**config.mk**
```make
export PLATFORM = sky130hd
export DESIGN_NAME = prog_pulse_gen
export DESIGN_NICKNAME = d
export VERILOG_FILES = /design/src/rtl/prog_pulse_gen_pkg.sv /design/src/rtl/pulse_gen_ch.sv /design/src/rtl/prog_pulse_gen.sv
export SDC_FILE = /design/constraint.sdc
export NUM_CORES = 1
export LEC_CHECK = 0
export ABC_AREA = 1
export BUFFER_PORTS_ARGS = -buffer_cell sky130_fd_sc_hd__buf_2
export CAP_MARGIN = 10
export CORE_UTILIZATION = 68
export CTS_CLUSTER_SIZE = 16
export DETAILED_ROUTE_END_ITERATION = 8
export PLACE_DENSITY = 0.86
export SYNTH_ARGS = -nofsm -noshare
export SYNTH_HDL_FRONTEND = slang
export SYNTH_HIERARCHICAL = 1
export SYNTH_SLANG_ARGS = --single-unit
```
**constraint.sdc**
```tcl
create_clock -name clk -period 5.2 [get_ports clk]
set_input_delay 0.52 -clock clk [delete_from_list [all_inputs] [get_ports clk]]
set_output_delay 0.52 -clock clk [all_outputs]
set_load 0.02 [all_outputs]
```
**src/rtl/prog_pulse_gen_pkg.sv**
```systemverilog
// rtl/prog_pulse_gen_pkg.sv - shared types and constants for the programmable pulse generator
package prog_pulse_gen_pkg;

  typedef enum logic {
    MODE_SQUARE = 1'b0,
    MODE_PULSE  = 1'b1
  } mode_e;

  // 1 Hz square wave from a 100 MHz system clock
  localparam int unsigned DEFAULT_DIV = 50_000_000;

  // Channel index width; a single channel still gets a 1-bit select port
  function automatic int unsigned ch_idx_w(input int unsigned n_ch);
    return (n_ch > 1) ? $clog2(n_ch) : 1;
  endfunction

endpackage

```
**src/rtl/pulse_gen_ch.sv**
```systemverilog
// rtl/pulse_gen_ch.sv - one divider channel with shadowed, wrap-aligned retuning
module pulse_gen_ch
  import prog_pulse_gen_pkg::*;
#(
  parameter int unsigned CNT_W   = 32,
  parameter int unsigned RST_DIV = 50_000_000
) (
  input  logic             clk,
  input  logic             rst_n,
  input  logic             en,
  input  logic             sync,
  input  logic             wr_en,
  input  logic [CNT_W-1:0] wr_div,
  input  mode_e            wr_mode,
  output logic             pending,
  output logic             clk_out,
  output logic             tick
);

  localparam logic [CNT_W-1:0] ONE     = CNT_W'(1);
  localparam logic [CNT_W-1:0] DIV_RST = CNT_W'(RST_DIV);

  logic [CNT_W-1:0] cnt_q, cnt_d;
  logic [CNT_W-1:0] div_q, div_d;
  logic [CNT_W-1:0] sh_div_q, sh_div_d;
  mode_e            mode_q, mode_d;
  mode_e            sh_mode_q, sh_mode_d;
  logic             pend_q, pend_d;
  logic             clk_out_q, clk_out_d;
  logic             tick_q, tick_d;

  logic wrap;
  logic apply;

  // >= rather than == so a counter stranded above a freshly shrunk divisor wraps at once
  assign wrap  = en && (cnt_q >= (div_q - ONE));
  // A disabled channel has no wrap to wait for, so its shadow lands immediately
  assign apply = pend_q && (sync || !en || wrap);

  // Next-state: counter/outputs first, then shadow hand-over, then new shadow capture
  always_comb begin
    cnt_d     = cnt_q;
    div_d     = div_q;
    sh_div_d  = sh_div_q;
    mode_d    = mode_q;
    sh_mode_d = sh_mode_q;
    pend_d    = pend_q;
    clk_out_d = clk_out_q;
    tick_d    = tick_q;

    if (sync || !en) begin
      cnt_d     = '0;
      tick_d    = 1'b0;
      clk_out_d = 1'b0;
    end else if (wrap) begin
      cnt_d     = '0;
      tick_d    = 1'b1;
      clk_out_d = (mode_q == MODE_SQUARE) ? ~clk_out_q : 1'b1;
    end else begin
      cnt_d     = cnt_q + ONE;
      tick_d    = 1'b0;
      clk_out_d = (mode_q == MODE_SQUARE) ? clk_out_q : 1'b0;
    end

    // The closing wrap above used the old divisor; the new one governs from here on
    if (apply) begin
      div_d  = sh_div_q;
      mode_d = sh_mode_q;
      pend_d = 1'b0;
      if (sh_mode_q != mode_q) begin
        clk_out_d = 1'b0;
      end
    end

    // Only offered when pend_q is clear, so this never clobbers an unapplied shadow
    if (wr_en) begin
      sh_div_d  = wr_div;
      sh_mode_d = wr_mode;
      pend_d    = 1'b1;
    end
  end

  // Channel state registers with synchronous active-low reset
  always_ff @(posedge clk) begin
    if (!rst_n) begin
      cnt_q     <= '0;
      div_q     <= DIV_RST;
      sh_div_q  <= DIV_RST;
      mode_q    <= MODE_SQUARE;
      sh_mode_q <= MODE_SQUARE;
      pend_q    <= 1'b0;
      clk_out_q <= 1'b0;
      tick_q    <= 1'b0;
    end else begin
      cnt_q     <= cnt_d;
      div_q     <= div_d;
      sh_div_q  <= sh_div_d;
      mode_q    <= mode_d;
      sh_mode_q <= sh_mode_d;
      pend_q    <= pend_d;
      clk_out_q <= clk_out_d;
      tick_q    <= tick_d;
    end
  end

  assign pending = pend_q;
  assign clk_out = clk_out_q;
  assign tick    = tick_q;

endmodule

```
**src/rtl/prog_pulse_gen.sv**
```systemverilog
// rtl/prog_pulse_gen.sv - multi-channel programmable clock divider / tick generator
module prog_pulse_gen
  import prog_pulse_gen_pkg::*;
#(
  parameter int unsigned N_CH        = 4,
  parameter int unsigned CNT_W       = 32,
  parameter int unsigned DEFAULT_DIV = prog_pulse_gen_pkg::DEFAULT_DIV
) (
  input  logic                        clk,
  input  logic                        rst_n,
  input  logic                        cfg_valid,
  output logic                        cfg_ready,
  input  logic [ch_idx_w(N_CH)-1:0]   cfg_ch,
  input  logic [CNT_W-1:0]            cfg_div,
  input  logic                        cfg_mode,
  output logic                        cfg_err,
  input  logic [N_CH-1:0]             ch_en,
  input  logic                        sync,
  output logic [N_CH-1:0]             clk_out,
  output logic [N_CH-1:0]             tick
);

  localparam int unsigned   CH_W     = ch_idx_w(N_CH);
  localparam logic [CH_W:0] N_CH_LIM = (CH_W + 1)'(N_CH);

  logic [N_CH-1:0] pending;
  logic [N_CH-1:0] wr_en;
  logic            ch_in_range;
  logic            accept;
  logic            div_nz;
  logic            cfg_err_q, cfg_err_d;

  assign ch_in_range = ({1'b0, cfg_ch} < N_CH_LIM);
  assign div_nz      = (cfg_div != '0);
  assign accept      = cfg_valid && cfg_ready;

  // Back-pressure only the targeted channel while its shadow is still waiting
  always_comb begin
    cfg_ready = 1'b0;
    if (rst_n) begin
      cfg_ready = ch_in_range ? !pending[cfg_ch] : 1'b1;
    end
  end

  // Zero divisor or a non-existent channel completes the handshake but is flagged
  always_comb begin
    cfg_err_d = accept && (!div_nz || !ch_in_range);
  end

  // One-cycle error strobe register
  always_ff @(posedge clk) begin
    if (!rst_n) begin
      cfg_err_q <= 1'b0;
    end else begin
      cfg_err_q <= cfg_err_d;
    end
  end

  assign cfg_err = cfg_err_q;

  for (genvar i = 0; i < N_CH; i++) begin : g_ch
    assign wr_en[i] = accept && div_nz && (cfg_ch == CH_W'(i));

    pulse_gen_ch #(
      .CNT_W   (CNT_W),
      .RST_DIV (DEFAULT_DIV)
    ) u_ch (
      .clk     (clk),
      .rst_n   (rst_n),
      .en      (ch_en[i]),
      .sync    (sync),
      .wr_en   (wr_en[i]),
      .wr_div  (cfg_div),
      .wr_mode (mode_e'(cfg_mode)),
      .pending (pending[i]),
      .clk_out (clk_out[i]),
      .tick    (tick[i])
    );
  end

endmodule

```
==> impl_results.md <==
* Outcome: completed
* TritonCTS clock tree: yes
* Switching portion of total power at between 20% and 30%
* Critical path capture point type: flip-flop
* PwrDens at around 270 nW/µm²
* Post-Syn Area at around 23000 µm²
* Via count at between 20000 and 25000
* RSZ-0062 raised after global routing: false
* Total count of max-transition violations in the final report at 0
* Placement Rows at 66
* Static Leakage at 11.1 nW
* Endpoint arrival time on the critical path at 4.48 ns
* Pre-Repair DR Iteration Count at 7
* Total I/O pin count at 53
* Die Wd at between 150 and 200 µm
* Final setup violation count at 0
* Highest Signal Layer: met4
* Relative max-transition margin at between 20% and 30%
* Area Overhead vs Synth at 8.59%
* Antenna violations before repair at 2
* Max-cap violations at 0
* Startpoint of the worst hold path: cfg_div[21]
* Nature of the critical path startpoint: flip-flop
* Gpl congestion at approximately 0.94
* Critical setup path kind: flip-flop to flip-flop
* Compound-Gate Fraction of Synth Area at 7.64%
* Reported net switching power at 1.62 mW
* Global-route wire length before repair at 90400 µm
* Total nets after synthesis at between 3000 and 4000
* Routed length on met2 at between 20000 and 30000 µm
* Met1 Wirelength at around 23000 µm
* Synthesis Warnings at 6
* Total congestion overflow at 0
* Number of distinct library cells after synthesis at 41
* Root buf cell: sky130_fd_sc_hd__clkbuf_16
* # hold bufs at CTS at 0
* Clock latency at the later pin of the worst-skew pair at 0.58 ns
* Hold Fails Final Rpt at 0
* Total of buffers placed on input and output ports at 52
* Largest net degree at the start of global routing at 192
* Portion of the post-synthesis area used by sequential elements at 35.4%
* Setup total negative slack at 0 ns
* Critical path launch point: g_ch[3].u_ch/div_q[0]
* Deepest clock path buffer count at 3
* Critical path fanouts, max at 55
* Post-synthesis sequential element count at ~400
* Cell Int Power at ~5.2 mW
* Final net count at 3416
* Number of enable-type register cells in the synthesized netlist at 0
* Depth of the CTS H-tree at 2
* Maximum resistive drop on vdd at 319 µV
* Resize count post-CTS at 0
* Global-route usage over all layers at approximately a third
* Final core occ at approximately three quarters
* Wire per inst at 14.9 µm
* PnR Total Power at about 6.8 mW
* DRC at 0
* Simple-gate share of the synthesized area at 35.5%
* Cells after Synth at ~3200
* Fill cells at about 2600
* Async set or reset register ratio after synthesis at 0%
* Final period util at approximately 80%
* Layout cells sized above 1 at about a tenth
* Shortest period the worst path allows at just over 4 ns
* Flip-flop cell with the highest count after synthesis: sky130_fd_sc_hd__dfxtp_1
* Mean post-synth cell area at ~7.1 µm²
* Post-detailed-routing wire length at about 55000 µm
* Multiplexer area fraction after synthesis at 0%
* Number of nets still failing antenna checks after routing at 0
* Adder and majority cell fraction of the synthesized area at 7.43%
* Origin of the critical flop-to-flop path: g_ch[3].u_ch/div_q[0]
* Largest family of logic cells by synthesized area: simple AND/OR/NAND/NOR gates
* Actual transition at the worst max-transition pin at around 1.1 ns
* XOR/XNOR share of the synthesized area at between 6 and 7%
* Clock sink count at between 400 and 500
* Share of total power in the clock network at a little under half
* FMAX at roughly 240 MHz
* Worst min-delay path class: primary input to flip-flop
* Initial DRC count at 1769
* Logic gate share of total power at under 10%
* Inserted Clock Buffers at 42
* Vias per std cell at between 5 and 6
* Clock slew at the register clock pins of the worst setup and hold paths at ~0.060 ns
* Worst path required time at roughly 5.6 ns
* Core Footprint at roughly 33000 µm²
* Register share of total power at 47.1%
* Floorplan die height at about 190 µm
* Vias in the first global route at between 15000 and 20000
* Effective utilization at floorplan at roughly 70%
* Total length of routed met3 wires at between 3000 and 4000 µm
* Area of the die at 34400 µm²
* Setup Skew at between 0.03 and 0.04 ns
* HPWL Detailed at between 30000 and 40000 µm
* Setup Buffers After CTS at 0
[cells by family (layout without fill, tap and decap cells)]
kind of cell               count (synthesis)  after routing
AOI/OAI and AO/OA                        341            341
xor gates and xnor gates                 161            161
adders and majority gates                136            136
buffers and inverters                    464            497
DFF                                      405            405
other                                      0              2
and+or+nand+nor                         1730           1730
[sequential cells by signal (all words and copies together), names as in the netlist]
name,count
g_ch.u_ch/cnt_q,128
g_ch.u_ch/div_q,128
g_ch.u_ch/sh_div_q,128
g_ch.u_ch/clk_out,4
g_ch.u_ch/mode_q,4
g_ch.u_ch/pending,4
g_ch.u_ch/sh_mode_q,4
g_ch.u_ch/tick,4
cfg_err,1
[placed cells by master, fill, tap and decap left out, drive strengths merged, types with 93 or more instances in the layout]
cell type | synthesis | routed
a21oi | 226 | 226
nor2 | 529 | 529
nor3 | 96 | 96
dfxtp | 405 | 405
xor2 | 93 | 93
nand2 | 680 | 680
ha | 136 | 136
inv | 348 | 351
o21ai | 96 | 96
nand3 | 294 | 294
[power groups by stage]
stage	logic, mW	clock network (mW)	registers [mW]
floorplan	0.316	0	3.26
global placement	0.417	0	3.28
detailed placement	0.433	0	3.28
CTS	0.438	3.20	3.21
global route	0.497	3.32	3.22
finish	0.448	3.16	3.21
[cells in the mapped netlist, types with 7 or more instances]
master	count	share of area, %
sky130_fd_sc_hd__nand2_1	640	10
sky130_fd_sc_hd__nor2_1	475	7.8
sky130_fd_sc_hd__dfxtp_1	405	35
sky130_fd_sc_hd__inv_1	337	5.5
sky130_fd_sc_hd__nand3_1	283	6.2
sky130_fd_sc_hd__a21oi_1	226	4.9
sky130_fd_sc_hd__ha_1	136	7.4
sky130_fd_sc_hd__o21ai_0	96	2.1
sky130_fd_sc_hd__xor2_1	93	3.6
sky130_fd_sc_hd__nor3_1	74	1.6
sky130_fd_sc_hd__clkbuf_1	68	1.1
sky130_fd_sc_hd__xnor2_1	68	2.6
sky130_fd_sc_hd__nand4_1	44	1.2
sky130_fd_sc_hd__nor2_2	35	0.96
sky130_fd_sc_hd__buf_2	33	0.72
sky130_fd_sc_hd__nand2_2	29	0.79
sky130_fd_sc_hd__nand3b_1	28	0.92
sky130_fd_sc_hd__or2_2	20	0.55
sky130_fd_sc_hd__nor2_4	19	0.93
sky130_fd_sc_hd__nor4_1	19	0.52
sky130_fd_sc_hd__nor3_4	14	0.99
sky130_fd_sc_hd__inv_2	11	0.18
sky130_fd_sc_hd__nand2_4	11	0.54
sky130_fd_sc_hd__a21o_1	8	0.26
sky130_fd_sc_hd__buf_1	8	0.13
sky130_fd_sc_hd__nand3_2	8	0.35
sky130_fd_sc_hd__nor3_2	8	0.35
sky130_fd_sc_hd__o21a_1	7	0.23
[through the flow]
step                      worst slack, ns  cells  instance area [µm²]  hold WS, ns
final                                1.10   3714                24900        0.310
after global routing                0.714   3714                24900        0.320
after CTS                            1.14   3710                24800        0.290
after detailed placement             1.18   3633                23300        0.443
after global placement               1.42   3633                23300        0.440
after floorplan                      2.24   3237                22900        0.430
[path summary, 6_finish.rpt]
check        cells after the start  slack, ns                        end
max reg2reg                     24       1.10     g_ch[3].u_ch/div_q[20]
min                              3       0.31  g_ch[1].u_ch/sh_div_q[21]
max                             24       1.10     g_ch[3].u_ch/div_q[20]
min reg2reg                      1       0.46      g_ch[0].u_ch/cnt_q[0]
[layer usage]
metal  GRT usage, %  vias to the layer above
met2           55.5                      642
met5              0                        -
li1               -                    10453
met1           39.3                     9581
met3           5.50                      169
met4           14.4                        0
[worst max-delay path: stages (launching register included)]
cell and delay, ns:
sky130_fd_sc_hd__dfxtp_1 0.31, sky130_fd_sc_hd__inv_1 0.13, sky130_fd_sc_hd__ha_1 0.27, sky130_fd_sc_hd__nand2_1 0.09, sky130_fd_sc_hd__nor2_2 0.13, sky130_fd_sc_hd__inv_2 0.06, sky130_fd_sc_hd__nor2_4 0.14, sky130_fd_sc_hd__inv_2 0.07
sky130_fd_sc_hd__nor3_1 0.25, sky130_fd_sc_hd__nand3b_1 0.14, sky130_fd_sc_hd__o21ai_0 0.16, sky130_fd_sc_hd__inv_1 0.07, sky130_fd_sc_hd__ha_1 0.28, sky130_fd_sc_hd__nand2_1 0.07, sky130_fd_sc_hd__nor2_1 0.13, sky130_fd_sc_hd__nand2_1 0.08
sky130_fd_sc_hd__nor2_1 0.11, sky130_fd_sc_hd__nor2_1 0.05, sky130_fd_sc_hd__nand2_1 0.07, sky130_fd_sc_hd__nand2_1 0.08, sky130_fd_sc_hd__nand3_2 0.06, sky130_fd_sc_hd__buf_4 0.45, sky130_fd_sc_hd__nand2_1 0.45, sky130_fd_sc_hd__nand2_1 0.19
sky130_fd_sc_hd__nand3_1 0.10
[final cells by class]
class	instances	area, µm²	share of cell area [%]
clock buffers	62	1240	4.97
flip-flops and latches	405	8110	32.6
clock inverters	15	223	0.896
multi-input cells	2368	13000	52.2
repair buffers	68	439	1.77
well taps	442	553	2.22
inverters	352	1320	5.31
diodes	2	5.00	0.0201
(Power assumes the default switching activity.)
